`config.mk`:
```
export PLATFORM = sky130hd
export DESIGN_NAME = rs_issue_select
export DESIGN_NICKNAME = d
export VERILOG_FILES = /design/src/rtl/cpu_sched_pkg.sv /design/src/rtl/rr_arbiter.sv /design/src/rtl/rs_issue_select.sv
export SDC_FILE = /design/constraint.sdc
export NUM_CORES = 1
export LEC_CHECK = 0
export ABC_AREA = 1
export CAP_MARGIN = 30
export CORE_AREA = 2 2 136 112
export DETAILED_ROUTE_END_ITERATION = 8
export DIE_AREA = 0 0 138 114
export MAX_ROUTING_LAYER = met4
export PLACE_DENSITY = 0.8
export SLEW_MARGIN = 20
export SYNTH_ARGS = -nofsm -noshare
export SYNTH_HDL_FRONTEND = slang
export SYNTH_HIERARCHICAL = 1
export SYNTH_SLANG_ARGS = --single-unit
```
`constraint.sdc`:
```
create_clock -name clock -period 2.5 [get_ports clock]
set_clock_uncertainty 0.15 [all_clocks]
set_input_delay 0.5 -clock clock [delete_from_list [all_inputs] [get_ports clock]]
set_output_delay 0.5 -clock clock [all_outputs]
set_load 0.01 [all_outputs]
```
`src/rtl/cpu_sched_pkg.sv`:
```
// Shared scheduler types: register tag width, station count and the issued payload.
package cpu_sched_pkg;

    localparam int REG_FILE_ADDR_WIDTH = 7;
    localparam int REG_STATIONS_WIDTH  = 2;

    typedef struct packed {
        logic [31:0]                    instr;
        logic [REG_FILE_ADDR_WIDTH-1:0] rd;
        logic [REG_FILE_ADDR_WIDTH-1:0] rs1;
        logic [REG_FILE_ADDR_WIDTH-1:0] rs2;
    } issue_payload_t;

endpackage

```
`src/rtl/rr_arbiter.sv`:
```
// Round-robin pick: first set req at or after ptr, wrapping, via a double-width
// masked priority encode.
module rr_arbiter #(
    parameter  int N  = 4,
    localparam int IW = (N > 1) ? $clog2(N) : 1
) (
    input  logic [N-1:0]  req,
    input  logic [IW-1:0] ptr,
    output logic          gnt_valid,
    output logic [IW-1:0] gnt_idx
);

    logic [N-1:0]   req_masked;
    logic [2*N-1:0] req_dbl;

    always_comb begin
        for (int i = 0; i < N; i++) begin
            req_masked[i] = req[i] && (i >= int'(ptr));
        end
        // Masked copy in the low half wins; the unmasked upper half covers the wrap.
        req_dbl = {req, req_masked};
        gnt_idx = '0;
        for (int i = 2*N-1; i >= 0; i--) begin
            if (req_dbl[i]) gnt_idx = IW'(i % N);
        end
        gnt_valid = |req;
    end

endmodule

```
`src/rtl/rs_issue_select.sv`:
```
// Issue stage: picks one ready reservation-station entry per cycle, holds it in an
// output register for the FU handshake and pulses a clear back to the stations.
module rs_issue_select
    import cpu_sched_pkg::*;
#(
    parameter  int REG_FILE_ADDR_WIDTH = cpu_sched_pkg::REG_FILE_ADDR_WIDTH,
    parameter  int REG_STATIONS_WIDTH  = cpu_sched_pkg::REG_STATIONS_WIDTH,
    localparam int N  = 2 ** REG_STATIONS_WIDTH,
    localparam int RW = REG_FILE_ADDR_WIDTH,
    localparam int SW = REG_STATIONS_WIDTH
) (
    input  logic            clock,
    input  logic            reset,
    input  logic            flush,
    input  logic [N-1:0]    station_valid,
    input  logic [N-1:0]    station_rs1_ready,
    input  logic [N-1:0]    station_rs2_ready,
    input  logic [32*N-1:0] station_instr,
    input  logic [RW*N-1:0] station_rd,
    input  logic [RW*N-1:0] station_rs1,
    input  logic [RW*N-1:0] station_rs2,
    output logic            clear_en,
    output logic [SW-1:0]   clear_idx,
    output logic            issue_valid,
    input  logic            issue_ready,
    output logic [31:0]     issue_instr,
    output logic [RW-1:0]   issue_rd,
    output logic [RW-1:0]   issue_rs1,
    output logic [RW-1:0]   issue_rs2,
    output logic [SW-1:0]   issue_idx,
    output logic [31:0]     issue_count
);

    logic [N-1:0]   eligible;
    logic           sel_valid;
    logic [SW-1:0]  sel_idx;
    logic           load;
    issue_payload_t sel_payload;

    issue_payload_t payload_q;
    logic           valid_q;
    logic [SW-1:0]  idx_q;
    logic [SW-1:0]  rr_ptr_q;
    logic [31:0]    count_q;

    assign eligible = station_valid & station_rs1_ready & station_rs2_ready;

    rr_arbiter #(.N(N)) u_arb (
        .req       (eligible),
        .ptr       (rr_ptr_q),
        .gnt_valid (sel_valid),
        .gnt_idx   (sel_idx)
    );

    always_comb begin
        sel_payload.instr = station_instr[32*sel_idx +: 32];
        sel_payload.rd    = station_rd [RW*sel_idx +: RW];
        sel_payload.rs1   = station_rs1[RW*sel_idx +: RW];
        sel_payload.rs2   = station_rs2[RW*sel_idx +: RW];
    end

    // The station frees the entry on the same edge it is latched here.
    assign load      = (!valid_q || issue_ready) && !flush && !reset && sel_valid;
    assign clear_en  = load;
    assign clear_idx = sel_idx;

    always_ff @(posedge clock) begin
        if (reset) begin
            payload_q <= '0;
            valid_q   <= 1'b0;
            idx_q     <= '0;
            rr_ptr_q  <= '0;
            count_q   <= '0;
        end else begin
            if (valid_q && issue_ready && !flush) count_q <= count_q + 32'd1;
            if (flush) begin
                valid_q <= 1'b0;
            end else if (load) begin
                payload_q <= sel_payload;
                idx_q     <= sel_idx;
                valid_q   <= 1'b1;
                rr_ptr_q  <= sel_idx + SW'(1);
            end else if (valid_q && issue_ready) begin
                valid_q <= 1'b0;
            end
        end
    end

    assign issue_valid = valid_q;
    assign issue_instr = payload_q.instr;
    assign issue_rd    = payload_q.rd;
    assign issue_rs1   = payload_q.rs1;
    assign issue_rs2   = payload_q.rs2;
    assign issue_idx   = idx_q;
    assign issue_count = count_q;

endmodule
```
==> results of run 1 <==
-- cell type report --
cell class | count | area share (%)
Antenna cell | 3 | 0.0789
Clock buffer | 9 | 2.37
Clock inverter | 5 | 0.605
Inverter | 55 | 2.20
Multi-Input combinational cell | 679 | 32.7
Sequential cell | 90 | 18.9
Tap cell | 189 | 2.48
Timing Repair Buffer | 373 | 40.6
-- worst paths after layout --
kind	startpoint	end	slack, ps
worst max-delay path	station_valid[3]	clear_idx[0]	50
worst min-delay path	rr_ptr_q[0]	rr_ptr_q[0]	360
worst max register to register	rr_ptr_q[1]	issue_instr[28]	540
worst min register to register	rr_ptr_q[0]	rr_ptr_q[0]	360
-- cells in the final DEF (no fill, tap or decap), types with 2 or more instances in the layout --
cell type / count
xor2_1: 2
buf_4: 29
nand2_2: 2
dlymetal6s2s_1: 4
nand4_1: 7
buf_12: 10
nand2_1: 86
clkinv_2: 2
nand3_1: 34
o21ai_0: 114
and3_1: 2
buf_6: 9
a31oi_1: 50
inv_2: 3
clkbuf_16: 13
diode_2: 3
o22ai_1: 5
o21ai_1: 60
clkinv_4: 2
buf_8: 3
nor2_2: 3
nor2_4: 2
and3_4: 2
clkdlybuf4s50_1: 311
a21oi_4: 2
a21oi_1: 16
inv_1: 51
buf_2: 2
nor2_1: 283
dfxtp_1: 90
-- synthesized netlist by cell type (all sizes together) --
cell / instances
buf: 29
a31oi: 50
xor2: 2
inv: 55
ha: 1
o21ai: 175
and3: 4
a21oi: 18
nand4: 7
or2: 1
nand2: 88
dfxtp: 90
clkbuf: 28
o21a: 1
nor3: 2
and2: 1
nor4: 1
nand3: 35
nor2: 288
o22ai: 5
-- sequential cells by signal, indices dropped and copies added (netlist names) --
| register | count |
|---|---|
| issue_count | 32 |
| issue_valid | 1 |
| issue_rs1 | 7 |
| issue_rs2 | 7 |
| rr_ptr_q | 2 |
| issue_instr | 32 |
| issue_idx | 2 |
| issue_rd | 7 |
-- where the power goes --
part	internal [mW]	leakage, nW	switching (mW)	total (mW)
combinational	0.720	2.80	0.550	1.27
sequential	1.49	0.731	0.0331	1.52
clock	0.764	0.141	0.592	1.36
-- logic make-up (layout without fill, tap and decap cells) --
logic type / count (synthesis) / after routing / synth area share [%]
other: 0 / 3 / 0
buffers and inverters: 112 / 442 / 9.17
xor gates and xnor gates: 2 / 2 / 0.327
and+or+nand+nor: 427 / 427 / 32.1
adders and majority gates: 1 / 1 / 0.233
AOI/OAI and AO/OA: 249 / 249 / 24.6
DFF: 90 / 90 / 33.6
-- layer usage --
metal  routed length (um)  part of all wire [%]
met4                  526                   2.3
met1                 9260                    41
met3                 2010                   8.8
met2                11100                    48
met5                    0                     0
-- critical path: stages --
cell and delay, ps:
clkdlybuf4s50_1 460, and3_4 180, buf_4 110, inv_1 30, nand2_1 60, nand2_2 60
a21oi_4 190, buf_6 120, buf_6 90
-- repair_timing --
| item | CTS | global route |
|---|---|---|
| gates cloned | 0 | 7 |
| setup endpoints to repair | 11 | 57 |
| buffers inserted | 0 | 8 |
| gates resized for setup | 16 | 42 |
| pin swaps | 1 | 12 |
-- stage by stage --
step	setup WS (ps)	util (%)	hold slack [ps]	cell area, um2	instances
floorplan	247	-	301	5360	881
global placement	-409	61.6	333	8940	1371
detailed placement	-470	61.6	346	8940	1371
CTS	-47.6	63.5	364	9220	1385
global route	-14.0	65.6	394	9520	1403
finish	49.6	65.6	360	9520	1403
==> flow_summary_export.csv, run 1 <==
group,metric,value,unit
global_routing,antenna_found_initial,3,
synth,ys_types,31,
synth,synth_top_area_share,33.6,%
clock_network,insertion_delay,340,ps
clock_network,cts_root_buffer,"clkbuf_16",
worst_setup_path,crit_required,1850,ps
power_and_ir_drop,power_density,436,nW/um2
sta,timing.fmax,408,MHz
route,ant_nets,0,
global_routing,grt_pass1_vias,6619,
worst_setup_path,reg2reg_depth,12,
synth,ys_seq_elements,90,
global_routing,grtUsageMet1,31.8,%
synth,syn_area_per_cell,6.09,um2
sta,hold_viol_final,0,
worst_hold_path,worst_hold_path_type,"flop to flop",
global_routing,grt_use_total,27.4,%
finish,multi_input_area,3110,um2
floorplan,rows,40,
clock_network,cts_hold_buf,0,
sta,setup_viol,0,
floorplan,fp.dieW,138,um
worst_setup_path,arrival,1800,ps
route,routed_via_density,5.12,
clock_network,cts_inserted_buffers,9,
floorplan,core-area,14500,um2
route,wl_per_cell,16.3,um
finish,drive_gt1_share,7.51,%
placement,portBuffers,318,
sta,period_share,98.0,%
sta,tightest_slew,871,ps
global_routing,grtUsageMet3,8.52,%
clock_network,clk_path_buf_depth,2,
worst_setup_path,critical_path.max_fanout,2,
route,dr.first_iter.drc_count,451,
global_routing,grt_pass1_wl,33.7,mm
synth,syn_area,5360,um2
floorplan,dieArea,15700,um2
placement,hpwl,16.3,mm
sta,slew_violations,0,
synth,ys_seq_area_share,33.6,%
outcome,outcome,"completed",
floorplan,initial_core_util,37.0,%
route,first_pass_iters,5,
floorplan,die_h,114,um
worst_hold_path,holdPathStages,2,
finish,nets,1437,
sta,final.setup.tns,0,ps
finish,fillers,1301,
route,wl,22.8,mm
finish,ff_latch_area,1800,um2
power_and_ir_drop,leakage,3.67,nW
synth,synth_area_leader_cell,"dfxtp_1",
worst_setup_path,endpoint_kind,"primary output",
global_routing,grt_overflow,0,
sta,layout_min_cycle_time,2450,ps
synth,yosys_warnings,6,
global_routing,use_met2,45.3,%
power_and_ir_drop,finalPower,4.15,mW
sta,slew_headroom,41.9,%
clock_network,cts_tree,"done",
placement,gp_congestion,0.913,
sta,rsz0062_at_grt,"true",
flow_run,maxCapViolCount,0,
route,vias,7178,
clock_network,cts.reportedPaths.clkPinSlew,60,ps
clock_network,htree_levels,3,
route,drc,0,
floorplan,ios,319,
global_routing,grt_max_degree,83,
synth,synth_cells,881,
clock_network,clock-sinks,90,
global_routing,busiest_layer,"met2",
worst_setup_path,cp-start-kind,"input pin",
power_and_ir_drop,vdd_ir_drop_max,0.375,mV
finish,area_delta_synth_final,77.4,%
synth,synthTopCellsByArea,"dfxtp_1 34%, nor2_1 20%, o21ai_0 12%",
synth,syn-num-nets,1110,
worst_setup_path,path_class,"input pin to primary output",
Power figures use the tool's default switching activity.
==> run 2: changes to the inputs <==
- ABC_AREA: 1 -> not set
- CORE_AREA: 2 2 136 112 -> 2 2 136 105
- DIE_AREA: 0 0 138 114 -> 0 0 138 107
- PLACE_DENSITY: 0.8 -> 0.81
==> run 2 against run 1 <==
Against the previous run:
- routed wire length down 19%
- critical path type unchanged
- largest power group unchanged
- first-iteration DRC count is 32% lower
- sequential power about the same
- fmax increased by 0.18%
- area after synthesis fell by 9.0%
- design area shrank 7.3%
- critical path depth is 2 lower
- combinational power shrank 28%
- clock power decreased by 5%
- worst hold slack worse by 58 ps
- power decreased by 11%
- die area down 6.1%
==> flow_summary_export.csv, run 2 <==
group,metric,value,unit
global_routing,grt_pass1_wl,28.5,mm
synth,syn_area,4880,um2
floorplan,die_h,107,um
global_routing,grt_overflow,0,
synth,ys_seq_area_share,36.9,%
synth,yosysMostFrequentCell,"nand2_1",
power_and_ir_drop,vdd_ir_drop_max,0.299,mV
global_routing,grt_pass1_vias,5448,
synth,async_flop_share,0,%
sta,timing.fmax,409,MHz
power_and_ir_drop,leakage,2.98,nW
floorplan,ios,319,
global_routing,busiest_layer,"met2",
synth,synth_commonest_cells,"123 x nand2_1, 90 x dfxtp_1, 75 x a21oi_1, 53 x mux4_2, 29 x clkbuf_1",
global_routing,antenna_found_initial,0,
clock_network,htree_levels,3,
finish,final_common_cell,"clkdlybuf4s50_1",
finish,n_antenna_cell,0,
sta,slew_violations,0,
worst_setup_path,reg2reg_depth,9,
worst_setup_path,cp-start-kind,"input pin",
finish,final_cell_mix,"302 x clkdlybuf4s50_1, 120 x nand2_1, 90 x dfxtp_1",
worst_setup_path,arrival,1800,ps
synth,ys_types,40,
global_routing,use_met2,44.2,%
power_and_ir_drop,p_int,2.79,mW
power_and_ir_drop,power_density,420,nW/um2
route,dr.first_iter.drc_count,306,
route,ant_nets,0,
finish,area_delta_synth_final,80.7,%
synth,yosys.area_share.simple,19.8,%
power_and_ir_drop,comb_power_share,24.8,%
synth,syn-num-nets,743,
synth,yosys_warnings,6,
synth,synth-compound-area-share,11.5,%
outcome,outcome,"completed",
power_and_ir_drop,clock_power_share,34.8,%
route,wl,18.4,mm
sta,tightest_slew,675,ps
global_routing,grtUsageMet3,6.70,%
route,routed_via_density,5.19,
worst_hold_path,worst_hold_path_type,"flop to flop",
finish,utilization,65.7,%
sta,slew_headroom,55.0,%
sta,setup_viol,0,
route,drc,0,
route,vias,5302,
worst_hold_path,holdPathStages,2,
worst_setup_path,path_class,"input pin to primary output",
clock_network,cts_tree,"done",
worst_hold_path,whs_endpoint,"issue_rs1[1]",
sta,layout_min_cycle_time,2450,ps
route,wl_per_cell,18.0,um
sta,finalWorstSetupSlack,54.0,ps
worst_setup_path,rr_endpoint,"issue_instr[19]",
worst_setup_path,r2r_setup_slack,130,ps
global_routing,grtUsageMet1,28.9,%
synth,synthMuxAreaShare,25.4,%
sta,period_share,97.8,%
clock_network,cts_inserted_buffers,9,
synth,synth_area_leader_cell,"dfxtp_1",
clock_network,clock-sinks,90,
clock_network,clk_path_buf_depth,2,
clock_network,cts.reportedPaths.clkPinSlew,60,ps
flow_run,maxCapViolCount,0,
floorplan,core-area,13400,um2
floorplan,dieArea,14800,um2
synth,synth_top_area_share,36.9,%
floorplan,rows,37,
synth,synth_cells,514,
global_routing,grt_max_degree,94,
synth,post_synth_xor_area_fraction,1.79,%
worst_hold_path,min_from,"issue_rs1[1]",
synth,ys.flop_type,"dfxtp_1",
worst_setup_path,rr_startpoint,"rr_ptr_q[1]",
power_and_ir_drop,p_switching,0.911,mW
clock_network,insertion_delay,340,ps
synth,synthAdderAreaFrac,0.256,%
floorplan,initial_core_util,36.3,%
finish,nets,1070,
global_routing,grt_use_total,25.3,%
clock_network,cts_root_buffer,"clkbuf_16",
synth,synth_edf_count,0,
worst_setup_path,critical_path.max_fanout,4,
sta,rsz0062_at_grt,"false",
power_and_ir_drop,switching_share,24.6,%
floorplan,fp.dieW,138,um
synth,synth_top_family_by_area,"multiplexers",
finish,final_cells,1021,
worst_setup_path,endpoint_kind,"primary output",
placement,post_dp_cell_area,8390,um2
finish,fillers,1074,
worst_setup_path,crit_required,1850,ps
synth,syn_area_per_cell,9.49,um2
synth,ys_seq_elements,90,
placement,pre_cts_slack,-581,ps
sta,hold_viol_final,0,
placement,gp_congestion,0.847,
power_and_ir_drop,finalPower,3.70,mW
route,first_pass_iters,5,
power_and_ir_drop,seqPwrFrac,40.4,%
placement,portBuffers,318,
placement,hpwl,14.1,mm
synth,synthTopCellsByArea,"dfxtp_1 37%, mux4_2 24%, nand2_1 9.5%",
placement,placedCellCount,998,
finish,drive_gt1_share,15.7,%
finish,stdcell_area,8820,um2
[run 2: logic make-up (layout without fill, tap and decap cells)]
logic type,after synthesis,in the layout
simple gates,204,204
compound gates,101,101
flops,90,90
mux,57,57
buf+inv,51,383
xor+xnor,10,10
fa+ha+maj,1,1
[run 2: worst max path at each step]
stage | from | to | slack, ps
global placement | station_rs2_ready[0] | clear_idx[1] | -520
detailed placement | station_rs2_ready[3] | issue_instr[19] | -580
floorplan | station_rs2_ready[3] | issue_instr[15] | -20
global route | station_rs1_ready[2] | issue_instr[20] | 5
finish | station_rs1_ready[0] | clear_idx[1] | 50
CTS | station_rs1_ready[0] | issue_instr[19] | 20
[run 2: power groups by stage]
stage | registers [mW] | clock network [mW] | logic (mW)
after floorplan | 1.54 | 0 | 0.355
after global placement | 1.53 | 0 | 0.876
after detailed placement | 1.53 | 0 | 0.885
after CTS | 1.50 | 1.33 | 0.912
after global routing | 1.50 | 1.38 | 0.975
final | 1.50 | 1.29 | 0.916
[run 2: metal layers]
metal	vias to the layer above	part of all wire [%]
met5	-	0
met2	184	53
met1	2544	38
met3	32	7.1
met4	0	2.1
li1	2542	-
[run 2: area by class of cell]
| cell class | count | area [um2] | share of cell area (%) |
|---|---|---|---|
| sequential | 90 | 1800 | 20.4 |
| multi-input combinational | 373 | 2930 | 33.2 |
| tap | 175 | 219 | 2.48 |
| inverter | 11 | 41.3 | 0.468 |
| clock inverter | 6 | 42.5 | 0.482 |
| timing repair buffer | 356 | 3540 | 40.2 |
| clock buffer | 10 | 239 | 2.71 |
[run 2: stage by stage]
stage / setup TNS [ps] / hold slack (ps)
floorplan: -254 / 326
global placement: -31740 / 290
detailed placement: -34590 / 296
CTS: 0 / 303
global route: 0 / 317
finish: 0 / 302
[run 2: critical path, stage by stage]
cell and delay [ps]:
dlygate4sd2_1 230, and3_4 190, buf_4 130, nand3_1 80, a21oi_1 100, a211oi_4 280, clkdlybuf4s15_2 290
[run 2: repair_timing]
item / 4_1_cts / 5_1_grt
hold buffers: 0 / 0
gates resized for setup: 33 / 2
buffers inserted: 5 / 0
pin swaps: 10 / 1
gates cloned: 1 / 0
endpoints found under the setup margin: 58 / 13
